`config.mk`:
```
export PLATFORM = sky130hd
export DESIGN_NAME = acquire_window_ctrl_flat
export DESIGN_NICKNAME = d
export VERILOG_FILES = /design/src/rtl/acquire_window_ctrl_pkg.sv /design/src/rtl/acquire_window_ctrl_if.sv /design/src/rtl/acquire_window_ctrl_cmd_decode.sv /design/src/rtl/acquire_window_ctrl.sv /design/src/flat_wrapper.sv
export SDC_FILE = /design/constraint.sdc
export NUM_CORES = 1
export LEC_CHECK = 0
export CAP_MARGIN = 20
export CORE_MARGIN = 2
export CORE_UTILIZATION = 51
export CTS_BUF_LIST = sky130_fd_sc_hd__clkbuf_4 sky130_fd_sc_hd__clkbuf_8
export DETAILED_ROUTE_END_ITERATION = 7
export GPL_ROUTABILITY_DRIVEN = 0
export GPL_TIMING_DRIVEN = 0
export PLACE_DENSITY = 0.77
export SYNTH_ARGS = -nofsm -noshare
export SYNTH_HDL_FRONTEND = slang
export SYNTH_SLANG_ARGS = --single-unit
```
`constraint.sdc`:
```
create_clock -name clk -period 4.1 [get_ports clk]
set_input_delay 1.23 -clock clk [delete_from_list [all_inputs] [get_ports clk]]
set_output_delay 1.23 -clock clk [all_outputs]
set_load 0.01 [all_outputs]
```
`src/rtl/acquire_window_ctrl_pkg.sv`:
```
// Shared definitions for the acquisition window controller: FSM state
// encoding and the default UART command characters.
package acq_pkg;

    typedef enum logic [1:0] {
        ST_IDLE   = 2'd0,
        ST_ARMED  = 2'd1,
        ST_ACTIVE = 2'd2
    } acq_state_e;

    localparam logic [7:0] CHAR_W = 8'h77;  // 'w' selects channel 0
    localparam logic [7:0] CHAR_I = 8'h69;  // 'i' selects channel 1
    localparam logic [7:0] CHAR_X = 8'h78;  // 'x' aborts an open window

    // Counter width able to hold 0..win without wrapping.
    function automatic int cnt_width(input int win);
        return $clog2(win + 1);
    endfunction

endpackage

```
`src/rtl/acquire_window_ctrl_if.sv`:
```
// Bundle of the character input, waveform number and window status outputs.
// Handshake: char is only meaningful in a cycle where new_char=1; new_char is
// a single-cycle strobe with no back-pressure, and every character strobed
// is consumed in that same cycle (the controller has no ready signal).
interface acq_if
    import acq_pkg::*;
#(
    parameter int NUM_CH = 2,
    parameter int WAVE_W = 16
) ();
    logic [7:0]        char;
    logic              new_char;
    logic [WAVE_W-1:0] wavenum;
    logic [NUM_CH-1:0] acquire_n;
    logic              busy;
    logic              done;
    logic              timeout;
    logic              cmd_err;
    acq_state_e        state_dbg;

    // Drives characters and waveform number, observes status.
    modport master (
        output char, new_char, wavenum,
        input  acquire_n, busy, done, timeout, cmd_err, state_dbg
    );

    // The controller side.
    modport slave (
        input  char, new_char, wavenum,
        output acquire_n, busy, done, timeout, cmd_err, state_dbg
    );
endinterface

```
`src/rtl/acquire_window_ctrl_cmd_decode.sv`:
```
// Combinational character decoder: reports whether char is a channel
// command (one-hot channel, lowest index wins on duplicates) and whether
// it is the abort character.
module acq_cmd_decode
    import acq_pkg::*;
#(
    parameter int                  NUM_CH     = 2,
    parameter logic [NUM_CH*8-1:0] CMD_CHARS  = {CHAR_I, CHAR_W},
    parameter logic [7:0]          ABORT_CHAR = CHAR_X
) (
    input  logic [7:0]        char_in,
    output logic              cmd_valid,
    output logic [NUM_CH-1:0] cmd_onehot,
    output logic              cmd_abort
);

    // Scan from the top channel down so the lowest matching channel is the
    // last one written and therefore wins.
    always_comb begin
        cmd_valid  = 1'b0;
        cmd_onehot = '0;
        for (int k = NUM_CH - 1; k >= 0; k--) begin
            if (char_in == CMD_CHARS[k*8 +: 8]) begin
                cmd_valid     = 1'b1;
                cmd_onehot    = '0;
                cmd_onehot[k] = 1'b1;
            end
        end
    end

    assign cmd_abort = (char_in == ABORT_CHAR);

endmodule

```
`src/rtl/acquire_window_ctrl.sv`:
```
// Acquisition window controller. A command character opens a window of
// WIN_CYCLES cycles on one channel; the first waveform number change inside
// the window pulls that channel's acquire_n low until the window closes.
// The window ends with done (acquired) or timeout (nothing acquired); the
// abort character closes it early with no pulse.
module acquire_window_ctrl
    import acq_pkg::*;
#(
    parameter int                  NUM_CH     = 2,
    parameter int                  WIN_CYCLES = 36049,
    parameter int                  WAVE_W     = 16,
    parameter logic [NUM_CH*8-1:0] CMD_CHARS  = {CHAR_I, CHAR_W},
    parameter logic [7:0]          ABORT_CHAR = CHAR_X
) (
    input  logic  clk,
    input  logic  rst_n,
    acq_if.slave  bus
);

    localparam int CNT_W = cnt_width(WIN_CYCLES);
    localparam logic [CNT_W-1:0] CNT_LAST = CNT_W'(WIN_CYCLES - 1);

    acq_state_e        state_q, state_d;
    logic [CNT_W-1:0]  counter_q, counter_d;
    logic [WAVE_W-1:0] last_wave_q, last_wave_d;
    logic [NUM_CH-1:0] ch_q, ch_d;
    logic [NUM_CH-1:0] acquire_n_q, acquire_n_d;
    logic              busy_q, busy_d;
    logic              done_q, done_d;
    logic              timeout_q, timeout_d;
    logic              cmd_err_q, cmd_err_d;

    logic              cmd_valid;
    logic [NUM_CH-1:0] cmd_onehot;
    logic              cmd_abort;
    logic              win_end;

    acq_cmd_decode #(
        .NUM_CH     (NUM_CH),
        .CMD_CHARS  (CMD_CHARS),
        .ABORT_CHAR (ABORT_CHAR)
    ) u_decode (
        .char_in    (bus.char),
        .cmd_valid  (cmd_valid),
        .cmd_onehot (cmd_onehot),
        .cmd_abort  (cmd_abort)
    );

    assign win_end = (counter_q == CNT_LAST);

    // Next-state logic: command acceptance, window timing, acquisition start,
    // window end (which outranks both abort and a wavenum change) and abort.
    always_comb begin
        state_d     = state_q;
        counter_d   = counter_q;
        last_wave_d = last_wave_q;
        ch_d        = ch_q;
        acquire_n_d = acquire_n_q;
        done_d      = 1'b0;
        timeout_d   = 1'b0;
        cmd_err_d   = 1'b0;

        case (state_q)
            ST_IDLE: begin
                counter_d = '0;
                if (bus.new_char) begin
                    if (cmd_valid) begin
                        ch_d    = cmd_onehot;
                        state_d = ST_ARMED;
                    end else if (!cmd_abort) begin
                        cmd_err_d = 1'b1;
                    end
                end
            end
            ST_ARMED, ST_ACTIVE: begin
                if (win_end) begin
                    acquire_n_d = '1;
                    last_wave_d = bus.wavenum;
                    counter_d   = '0;
                    done_d      = (state_q == ST_ACTIVE);
                    timeout_d   = (state_q == ST_ARMED);
                    state_d     = ST_IDLE;
                end else if (bus.new_char && cmd_abort) begin
                    acquire_n_d = '1;
                    counter_d   = '0;
                    state_d     = ST_IDLE;
                end else begin
                    counter_d = counter_q + CNT_W'(1);
                    if (state_q == ST_ARMED && bus.wavenum != last_wave_q) begin
                        acquire_n_d = ~ch_q;
                        state_d     = ST_ACTIVE;
                    end
                end
            end
            default: begin
                acquire_n_d = '1;
                counter_d   = '0;
                state_d     = ST_IDLE;
            end
        endcase

        busy_d = (state_d != ST_IDLE);
    end

    // State and registered outputs; reset drops any open window silently.
    always_ff @(posedge clk or negedge rst_n) begin
        if (!rst_n) begin
            state_q     <= ST_IDLE;
            counter_q   <= '0;
            last_wave_q <= '0;
            ch_q        <= '0;
            acquire_n_q <= '1;
            busy_q      <= 1'b0;
            done_q      <= 1'b0;
            timeout_q   <= 1'b0;
            cmd_err_q   <= 1'b0;
        end else begin
            state_q     <= state_d;
            counter_q   <= counter_d;
            last_wave_q <= last_wave_d;
            ch_q        <= ch_d;
            acquire_n_q <= acquire_n_d;
            busy_q      <= busy_d;
            done_q      <= done_d;
            timeout_q   <= timeout_d;
            cmd_err_q   <= cmd_err_d;
        end
    end

    assign bus.acquire_n = acquire_n_q;
    assign bus.busy      = busy_q;
    assign bus.done      = done_q;
    assign bus.timeout   = timeout_q;
    assign bus.cmd_err   = cmd_err_q;
    assign bus.state_dbg = state_q;

endmodule
```
`src/flat_wrapper.sv`:
```
// flat-port wrapper written by rule: the top's interface ports become plain ports
module acquire_window_ctrl_flat import acq_pkg::*;
#(
    parameter int                  NUM_CH     = 2,
    parameter int                  WIN_CYCLES = 36049,
    parameter int                  WAVE_W     = 16,
    parameter logic [NUM_CH*8-1:0] CMD_CHARS  = {CHAR_I, CHAR_W},
    parameter logic [7:0]          ABORT_CHAR = CHAR_X
)
  (clk, rst_n, bus_char, bus_new_char, bus_wavenum, bus_acquire_n, bus_busy, bus_done, bus_timeout, bus_cmd_err, bus_state_dbg);
  acq_if #(.NUM_CH(NUM_CH), .WAVE_W(WAVE_W)) bus_i ();
  input  logic clk;
  input  logic rst_n;
  input wire logic [$bits(bus_i.char)-1:0] bus_char;
  input wire logic [$bits(bus_i.new_char)-1:0] bus_new_char;
  input wire logic [$bits(bus_i.wavenum)-1:0] bus_wavenum;
  output wire logic [$bits(bus_i.acquire_n)-1:0] bus_acquire_n;
  output wire logic [$bits(bus_i.busy)-1:0] bus_busy;
  output wire logic [$bits(bus_i.done)-1:0] bus_done;
  output wire logic [$bits(bus_i.timeout)-1:0] bus_timeout;
  output wire logic [$bits(bus_i.cmd_err)-1:0] bus_cmd_err;
  output wire logic [$bits(bus_i.state_dbg)-1:0] bus_state_dbg;
  assign bus_i.char = bus_char;
  assign bus_i.new_char = bus_new_char;
  assign bus_i.wavenum = bus_wavenum;
  assign bus_acquire_n = bus_i.acquire_n;
  assign bus_busy = bus_i.busy;
  assign bus_done = bus_i.done;
  assign bus_timeout = bus_i.timeout;
  assign bus_cmd_err = bus_i.cmd_err;
  assign bus_state_dbg = bus_i.state_dbg;
  acquire_window_ctrl #(.NUM_CH(NUM_CH), .WIN_CYCLES(WIN_CYCLES), .WAVE_W(WAVE_W), .CMD_CHARS(CMD_CHARS), .ABORT_CHAR(ABORT_CHAR)) u_core (.clk(clk), .rst_n(rst_n), .bus(bus_i));
endmodule
```
== Word-level counts from Yosys, hierarchy flattened ==
Cells that the tools add are included.

* Flip-flop bits (word level): 42
* Input port bits: 27
* Output and inout bits: 8
* Word-level logic and storage cells: 53

* Add/sub/neg operators: 1
* Equal/unequal tests: 8
* Mux-type cells: 25
* Bitwise logic cells: 2
* Reductions and logical operators: 8

{| class="wikitable"
|+ Operator list
! operator !! number
|-
| $mux 16 || 3
|-
| $eq 8x7->1 const B || 3
|-
| $mux 2 || 10
|-
| $add 16x1->16 const B || 1
|-
| $eq 16x16->1 const B || 1
|-
| $ne 16x16->1 || 1
|-
| $mux 1 || 10
|-
| $pmux 2 s2 || 2
|-
| $ne 4x1->1 const B || 1
|-
| $reduce_and 2->1 || 2
|-
| $reduce_and 3->1 || 1
|-
| $eq 2x1->1 const B || 1
|-
| $eq 2x2->1 const B || 1
|-
| $logic_and 1x1->1 || 2
|-
| $logic_not 2->1 || 1
|-
| $not 2->2 || 1
|-
| $reduce_bool 2->1 || 1
|-
| $reduce_or 2->1 || 1
|-
| $not 1->1 || 1
|}

== Depth between registers and ports, before layout ==
Gate-level depths: netlist (run 1).

* Depth after elaboration: 7
* Depth in mapped cells: 7
* Depth with buffers taken out: 7

== Modules after synthesis ==
A second synthesis (run 1) with hierarchy kept.

* Cell total of the unflattened synthesis: 185
* Area, all modules: 2168.3 um^2

{| class="wikitable"
|+ By module, submodules not included
! module !! times used !! cells each !! area each (um^2)
|-
| acquire_window_ctrl || 1 || 176 || 2104.5
|-
| acq_cmd_decode || 1 || 9 || 63.8
|}

== Least setup slack after synthesis (run 1) ==
Ideal clock, no wire load.

* Kind: input -> register
* Start: input port bus_char[0]
* End: register u_core.counter_q[10]
* Setup time: 121 ps
* Arrival: 2267 ps
* Data required time: 3979 ps
* Slack: 1712 ps
* Stages on the path: 5
* Path through: nor4b_1 > nand3_1 > nand3_1 > buf_2 > nor2_1

* Cells in the longest elaborated chain, start to end: 5

{| class="wikitable"
|+ Ends and longest elaborated chain
! element !! RTL line !! text
|-
| start: declaration || flat_wrapper.sv:14 || <nowiki>input wire logic [$bits(bus_i.char)-1:0] bus_char;</nowiki>
|-
| $eq 8x7->1 || acquire_window_ctrl_cmd_decode.sv:31 || <nowiki>assign cmd_abort = (char_in == ABORT_CHAR);</nowiki>
|-
| $logic_and 1x1->1 || acquire_window_ctrl.sv:83 || <nowiki>end else if (bus.new_char && cmd_abort) begin</nowiki>
|-
| $mux 16 || acquire_window_ctrl.sv:83 ||
|-
| $mux 16 || acquire_window_ctrl.sv:76 || <nowiki>if (win_end) begin</nowiki>
|-
| $mux 16 || acquire_window_ctrl.sv:63 || <nowiki>case (state_q)</nowiki>
|-
| named net u_core.counter_d[10] || acquire_window_ctrl.sv:24 || <nowiki>logic [CNT_W-1:0] counter_q, counter_d;</nowiki>
|-
| end signal: assignment || acquire_window_ctrl.sv:119 || <nowiki>counter_q <= counter_d;</nowiki>
|-
| end: declaration || acquire_window_ctrl.sv:24 ||
|}

The timed path passes the listed nets, and every way through them passes these cells.
A chain may end at the register's enable or synchronous reset.

== Worst setup path in the final report (run 1) ==
* Start: input port bus_char[0]
* End: register u_core.counter_q[13]

The elaborated chain is that of the path after synthesis.

==> flow_summary.json, run 1 <==
{
  "grt_max_degree": 42,
  "holdWs_ns": 0.446,
  "hold_viol_final": 0,
  "grtUsageTotal_pct": 17.8,
  "dieArea_um2": 4900,
  "grt.overflow.total": 0,
  "wl_per_cell_um": 13.6,
  "syn_nets": 234,
  "arrival_ns": 3.07,
  "clk_pin_slew_worst_paths_ns": 0.08,
  "antenna_cells": 0,
  "setup_viol": 0,
  "finClkSkew_ns": 0.00432,
  "numCtsBuffers": 5,
  "setup_tns_ns": 0,
  "final_nets": 276,
  "finalCritPeriodShare_pct": 70.6,
  "drive_above_1_share_pct": 11.9,
  "synthFlopType": "dfrtp_1",
  "rrSetupSlack_ns": 2.11,
  "yosysTopAreaCell": "dfrtp_1",
  "multiInputGateArea_um2": 1110,
  "clockBufferDepth": 2,
  "synth.distinct_cells": 43,
  "die_w_um": 70.0,
  "synth_area_leaders": "dfrtp_1 45%, xor2_1 9.5%, mux2_4 6.8%",
  "dr_total_vias": 1595,
  "place.detailed.hpwl_um": 2930,
  "layout_commonest_cell": "dfrtp_1",
  "ir_worst_vdd_uv": 210,
  "relSlewSlack_pct": 74.6,
  "critPathMaxStageDelay_ns": 0.48,
  "drc_errors": 0,
  "fillCellCount": 346,
  "first_pass_iters": 4,
  "power.leakage_nw": 1.21,
  "via_per_inst": 5.39,
  "tightest_slew_ns": 0.381,
  "postSynth.asyncResetShare_pct": 100,
  "r2r.worst_path.cells": 7,
  "startpoint": "bus_char[0]",
  "post_cts_buffers": 0,
  "yosysTopAreaCellShare_pct": 45.0,
  "clock-root-buffer": "clkbuf_8",
  "worstSetupEndpoint": "u_core.counter_q[13]$_DFF_PN0_",
  "final_cell_mix": "40 x dfrtp_1, 33 x clkdlybuf4s50_1, 24 x xor2_1, 19 x nor2_1, 11 x nand2_1",
  "insertion_delay_ns": 0.29,
  "layout.area.seq_um2": 1050,
  "slowest_stage": "clkdlybuf4s50_1",
  "antenna_found_initial": 0,
  "rows": 24,
  "worstSetupStartpointType": "input pin",
  "portBuffers": 34,
  "synth_cells": 201,
  "crit_path_end_kind": "flop",
  "initial_utilization_pct": 52.1,
  "netlist_area_um2": 2220,
  "power_density_nw_per_um2": 341,
  "cap_violations": 0,
  "antenna_left": 0,
  "crit_fanout": 10,
  "cpMostUsedCell": "nand3_1",
  "hold_path_class": "reg2reg",
  "r2r_start": "u_core.bus.state_dbg[0]$_DFF_PN0_",
  "max_freq_ghz": 0.345,
  "cts_tree": "built",
  "rsz0062_at_grt": "false",
  "seq_area_frac_synth_pct": 47.4,
  "crit_type": "in2reg",
  "critPathRequiredTime_ns": 4.28,
  "cts_hold_buf": 0,
  "path_cells": "clkdlybuf4s50_1 > nor4b_1 > nand3_1 > nand3_1 > buf_2 > nor2_1",
  "die_h_um": 70.0,
  "maxSlewViolCount": 0,
  "routed_wl_um": 4030,
  "avgSynthCellArea_um2": 11.1,
  "status": "completed",
  "syn_to_final_growth_pct": 23.2,
  "cts.sinks": 42,
  "synth_edf_count": 0,
  "ios": 35,
  "worst_r2r_endpoint": "u_core.ch_q[0]$_DFFE_PN0P_",
  "grt_pass1_vias": 1550,
  "ys_warn_count": 0,
  "htreeDepth": 2,
  "ctsResizeCount": 0,
  "core_area_um2": 4260,
  "grt_pass1_wl_um": 6880,
  "ys_seq_elements": 42,
  "finalCriticalPeriod_ns": 2.90,
  "drt_iter0_drc": 48
}
[worst min path at each step]
stage	start	endpoint	cells past startpoint
2_1_floorplan	u_core.ch_q[0]$_DFFE_PN0P_	u_core.bus.acquire_n[0]$_DFFE_PN1P_	1
3_3_place_gp	u_core.ch_q[1]$_DFFE_PN0P_	u_core.bus.acquire_n[1]$_DFFE_PN1P_	1
3_5_place_dp	u_core.ch_q[1]$_DFFE_PN0P_	u_core.bus.acquire_n[1]$_DFFE_PN1P_	1
4_1_cts	u_core.ch_q[1]$_DFFE_PN0P_	u_core.bus.acquire_n[1]$_DFFE_PN1P_	1
5_1_grt	u_core.ch_q[0]$_DFFE_PN0P_	u_core.bus.acquire_n[0]$_DFFE_PN1P_	1
6_report	u_core.ch_q[0]$_DFFE_PN0P_	u_core.bus.acquire_n[0]$_DFFE_PN1P_	1
[stage by stage]
stage	util, %	cells	total power [mW]	cell area [um2]	setup slack (ns)
after CTS	64.2	296	0.946	2740	1.21
after global routing	64.2	296	0.986	2740	1.03
after floorplan	-	201	0.570	2220	1.71
final	64.2	296	0.934	2740	1.20
after global placement	61.6	287	0.665	2630	0.749
after detailed placement	62.0	288	0.667	2640	0.890
[registers in the layout, summed over array words and instances, names as in the netlist]
name	count
u_core.last_wave_q	16
u_core.ch_q	2
u_core.bus.state_dbg	2
u_core.bus.done	1
u_core.bus.acquire_n	2
u_core.bus.cmd_err	1
u_core.counter_q	16
u_core.bus.busy	1
u_core.bus.timeout	1
[worst max-delay path: cells and delay by family]
family	cells	cell delay (ns)
simple gates	4	1.06
buf+inv	2	0.78
[synth_stat cells (2+ instances only)]
| cell | n |
|---|---|
| dfrtp_1 | 40 |
| xor2_1 | 24 |
| nor2_1 | 19 |
| nand2_1 | 11 |
| inv_1 | 10 |
| mux2_4 | 10 |
| nand3_1 | 9 |
| a21oi_1 | 8 |
| and3_1 | 6 |
| ha_1 | 6 |
| and4_1 | 5 |
| xnor2_1 | 5 |
| nand4_1 | 4 |
| nor4_1 | 4 |
| mux2_1 | 3 |
| mux2_2 | 3 |
| a32oi_1 | 2 |
| and2_1 | 2 |
| and4b_1 | 2 |
| dfstp_2 | 2 |
| nor4b_1 | 2 |
| o21ai_0 | 2 |
| o41ai_1 | 2 |
[where the power goes]
part	internal [mW]	switching [mW]
Sequential	0.446	0.0227
Clock	0.135	0.139
Combinational	0.0962	0.0949
Total	0.677	0.257
[per-layer routing]
layer,vias up,GRT usage [%],wire length (um)
met5,-,0,0
li1,797,-,-
met1,756,23.6,1980
met4,0,6.41,50
met3,4,5.63,237
met2,38,27.4,1760
[logic make-up (layout without fill, tap and decap cells)]
logic type	Yosys count	count (layout)	synth area share (%)
and+or+nand+nor	73	73	18.6
DFF	42	42	47.4
xor gates and xnor gates	29	29	11.4
AOI/OAI and AO/OA	22	22	6.81
muxes	16	16	9.79
buffers and inverters	13	56	2.59
adders and majority gates	6	6	3.38
[cell type report]
type,count,area share (%)
clock buffer,6,3.02
tap,52,2.38
buffer,3,0.731
inverter,10,1.37
timing repair buffer,35,13.0
multi-input combinational,146,40.6
sequential,42,38.5
clock inverter,2,0.457
Power figures use the tool's default switching activity.
==> run 2: changes to the inputs <==
Settings changed: CORE_UTILIZATION 51 to 50, PLACE_DENSITY 0.77 to 0.79.
Clock period 4.1 ns to 2.65 ns, I/O delays scaled along.
==> run 2 against run 1 <==
Effect of this change:
- register-to-register slack lost 1.5 ns
- flip-flop and latch count did not move
- clock skew up 0.0044 ns
- power rose by 62%
- combinational power is 56% higher
- design area increased by 0.68%
- first-iteration DRC count increased by 50%
- die area up 1.9%
- worst hold slack worse by 0.077 ns
- count of clock-buffer cells in the layout decreased by 1
- critical path depth unchanged
==> flow_summary.json, run 2 (synthesized netlist as in run 1, its figures left out) <==
{
  "insertion_delay_ns": 0.29,
  "syn_to_final_growth_pct": 24.0,
  "antenna_cells": 0,
  "worstSetupStartpointType": "input pin",
  "setup_viol": 0,
  "ios": 35,
  "relSlewSlack_pct": 71.8,
  "grt_max_degree": 33,
  "cap_violations": 0,
  "antenna_found_initial": 0,
  "dr_total_vias": 1621,
  "portBuffers": 34,
  "drc_errors": 0,
  "drive_above_1_share_pct": 12.3,
  "reg.largest.list": "u_core.counter_q (16), u_core.last_wave_q (16)",
  "cts_hold_buf": 0,
  "cts.sinks": 42,
  "dp_cells": 288,
  "die_h_um": 70.7,
  "r2r.worst_path.cells": 7,
  "dpl-instance-area_um2": 2640,
  "rrSetupSlack_ns": 0.64,
  "setup_ws_ns": 0.207,
  "grt_pass1_vias": 1632,
  "dieArea_um2": 5000,
  "layout_commonest_cell": "dfrtp_1",
  "switching_share_pct": 26.4,
  "via_per_inst": 5.48,
  "crit_path_end_kind": "flop",
  "p_seq_share_pct": 47.8,
  "clk_pin_slew_worst_paths_ns": 0.08,
  "total_power_mw": 1.52,
  "worst_r2r_endpoint": "u_core.ch_q[1]$_DFFE_PN0P_",
  "wl_per_cell_um": 14.1,
  "final_nets": 276,
  "intPower_mw": 1.12,
  "grt_pass1_wl_um": 7090,
  "fillCellCount": 356,
  "grt.overflow.total": 0,
  "final_cell_mix": "40 x dfrtp_1, 33 x clkdlybuf4s50_1, 24 x xor2_1, 19 x nor2_1, 11 x nand2_1",
  "p_sw_uw": 401,
  "clockBufferDepth": 2,
  "core_area_um2": 4320,
  "routed_wl_um": 4190,
  "hold_viol_final": 0,
  "critPathRequiredTime_ns": 2.82,
  "place.detailed.hpwl_um": 3080,
  "power_density_nw_per_um2": 550,
  "htreeDepth": 2,
  "numCtsBuffers": 5,
  "first_pass_iters": 4,
  "ir_worst_vdd_uv": 362,
  "max_freq_ghz": 0.409,
  "final_util_pct": 63.8,
  "initial_utilization_pct": 51.4,
  "arrival_ns": 2.61,
  "power_frac_comb_pct": 19.6,
  "drt_iter0_drc": 72,
  "cts_tree": "built",
  "dp_slack_ns": -0.195,
  "stdcell_area_um2": 2760,
  "die_w_um": 70.7,
  "grtUsageTotal_pct": 17.9,
  "crit_type": "in2reg",
  "r2r_start": "u_core.bus.state_dbg[0]$_DFF_PN0_",
  "finalCritPeriodShare_pct": 92.2,
  "maxSlewViolCount": 0,
  "finalCriticalPeriod_ns": 2.44,
  "clock-root-buffer": "clkbuf_8",
  "finClkSkew_ns": 0.00871,
  "rsz0062_at_grt": "false",
  "antenna_left": 0,
  "tightest_slew_ns": 0.417,
  "finalNonFillerCells": 296,
  "rows": 24,
  "clkPwrFrac_pct": 32.6,
  "crit_fanout": 5,
  "hold_path_class": "in2async",
  "status": "completed",
  "power.leakage_nw": 1.22
}
-- run 2: how the worst max path moves through the flow --
stage / startpoint / endpoint
4_1_cts: bus_char[0] / u_core.counter_q[10]$_DFF_PN0_
5_1_grt: bus_char[0] / u_core.bus.busy$_DFF_PN0_
6_report: bus_char[0] / u_core.bus.busy$_DFF_PN0_
3_5_place_dp: bus_char[0] / u_core.counter_q[9]$_DFF_PN0_
2_1_floorplan: bus_char[0] / u_core.counter_q[10]$_DFF_PN0_
3_3_place_gp: rst_n / u_core.ch_q[0]$_DFFE_PN0P_
-- run 2: final cells by class --
class	count	area [um2]	share of cell area [%]
buffer	3	20.0	0.726
timing repair buffer	35	355	12.9
clock buffer	5	68.8	2.50
clock inverter	3	40.0	1.45
inverter	10	37.5	1.36
tap	52	65.1	2.36
sequential	42	1050	38.2
multi-input combinational	146	1120	40.5
-- run 2: critical path: stages --
cell,delay [ns]
clkdlybuf4s50_1,0.48
nor4b_1,0.46
nand3_1,0.27
and3_1,0.30
o221ai_1,0.20
o31ai_1,0.10
-- run 2: repair_timing --
action                                  CTS  global route
resized for setup                         0             1
setup buffers                             0             0
endpoints found under the hold margin     0             0
endpoints found under the setup margin    0            10
-- run 2: per-layer routing --
layer  track usage [%]  vias up  routed length [um]
li1                  -      794                   -
met1              23.0      776                1970
met2              29.5       49                1960
met3              4.99        2                 242
met4              5.66        0                  21
met5                 0        -                   0
-- run 2: through the flow --
step,TNS (ns),hold slack [ns]
3_3_place_gp,-11.38,0.427
2_1_floorplan,0,0.403
4_1_cts,0,0.365
5_1_grt,0,0.377
3_5_place_dp,-2.06,0.434
6_report,0,0.369
-- run 2: power by group through the flow --
| stage | Combinational [mW] | Sequential [mW] | Clock (mW) |
|---|---|---|---|
| final | 0.298 | 0.725 | 0.495 |
| after global routing | 0.330 | 0.732 | 0.537 |
| after CTS | 0.300 | 0.724 | 0.513 |
| after detailed placement | 0.297 | 0.737 | 0 |
| after global placement | 0.291 | 0.736 | 0 |
| after floorplan | 0.139 | 0.743 | 0 |
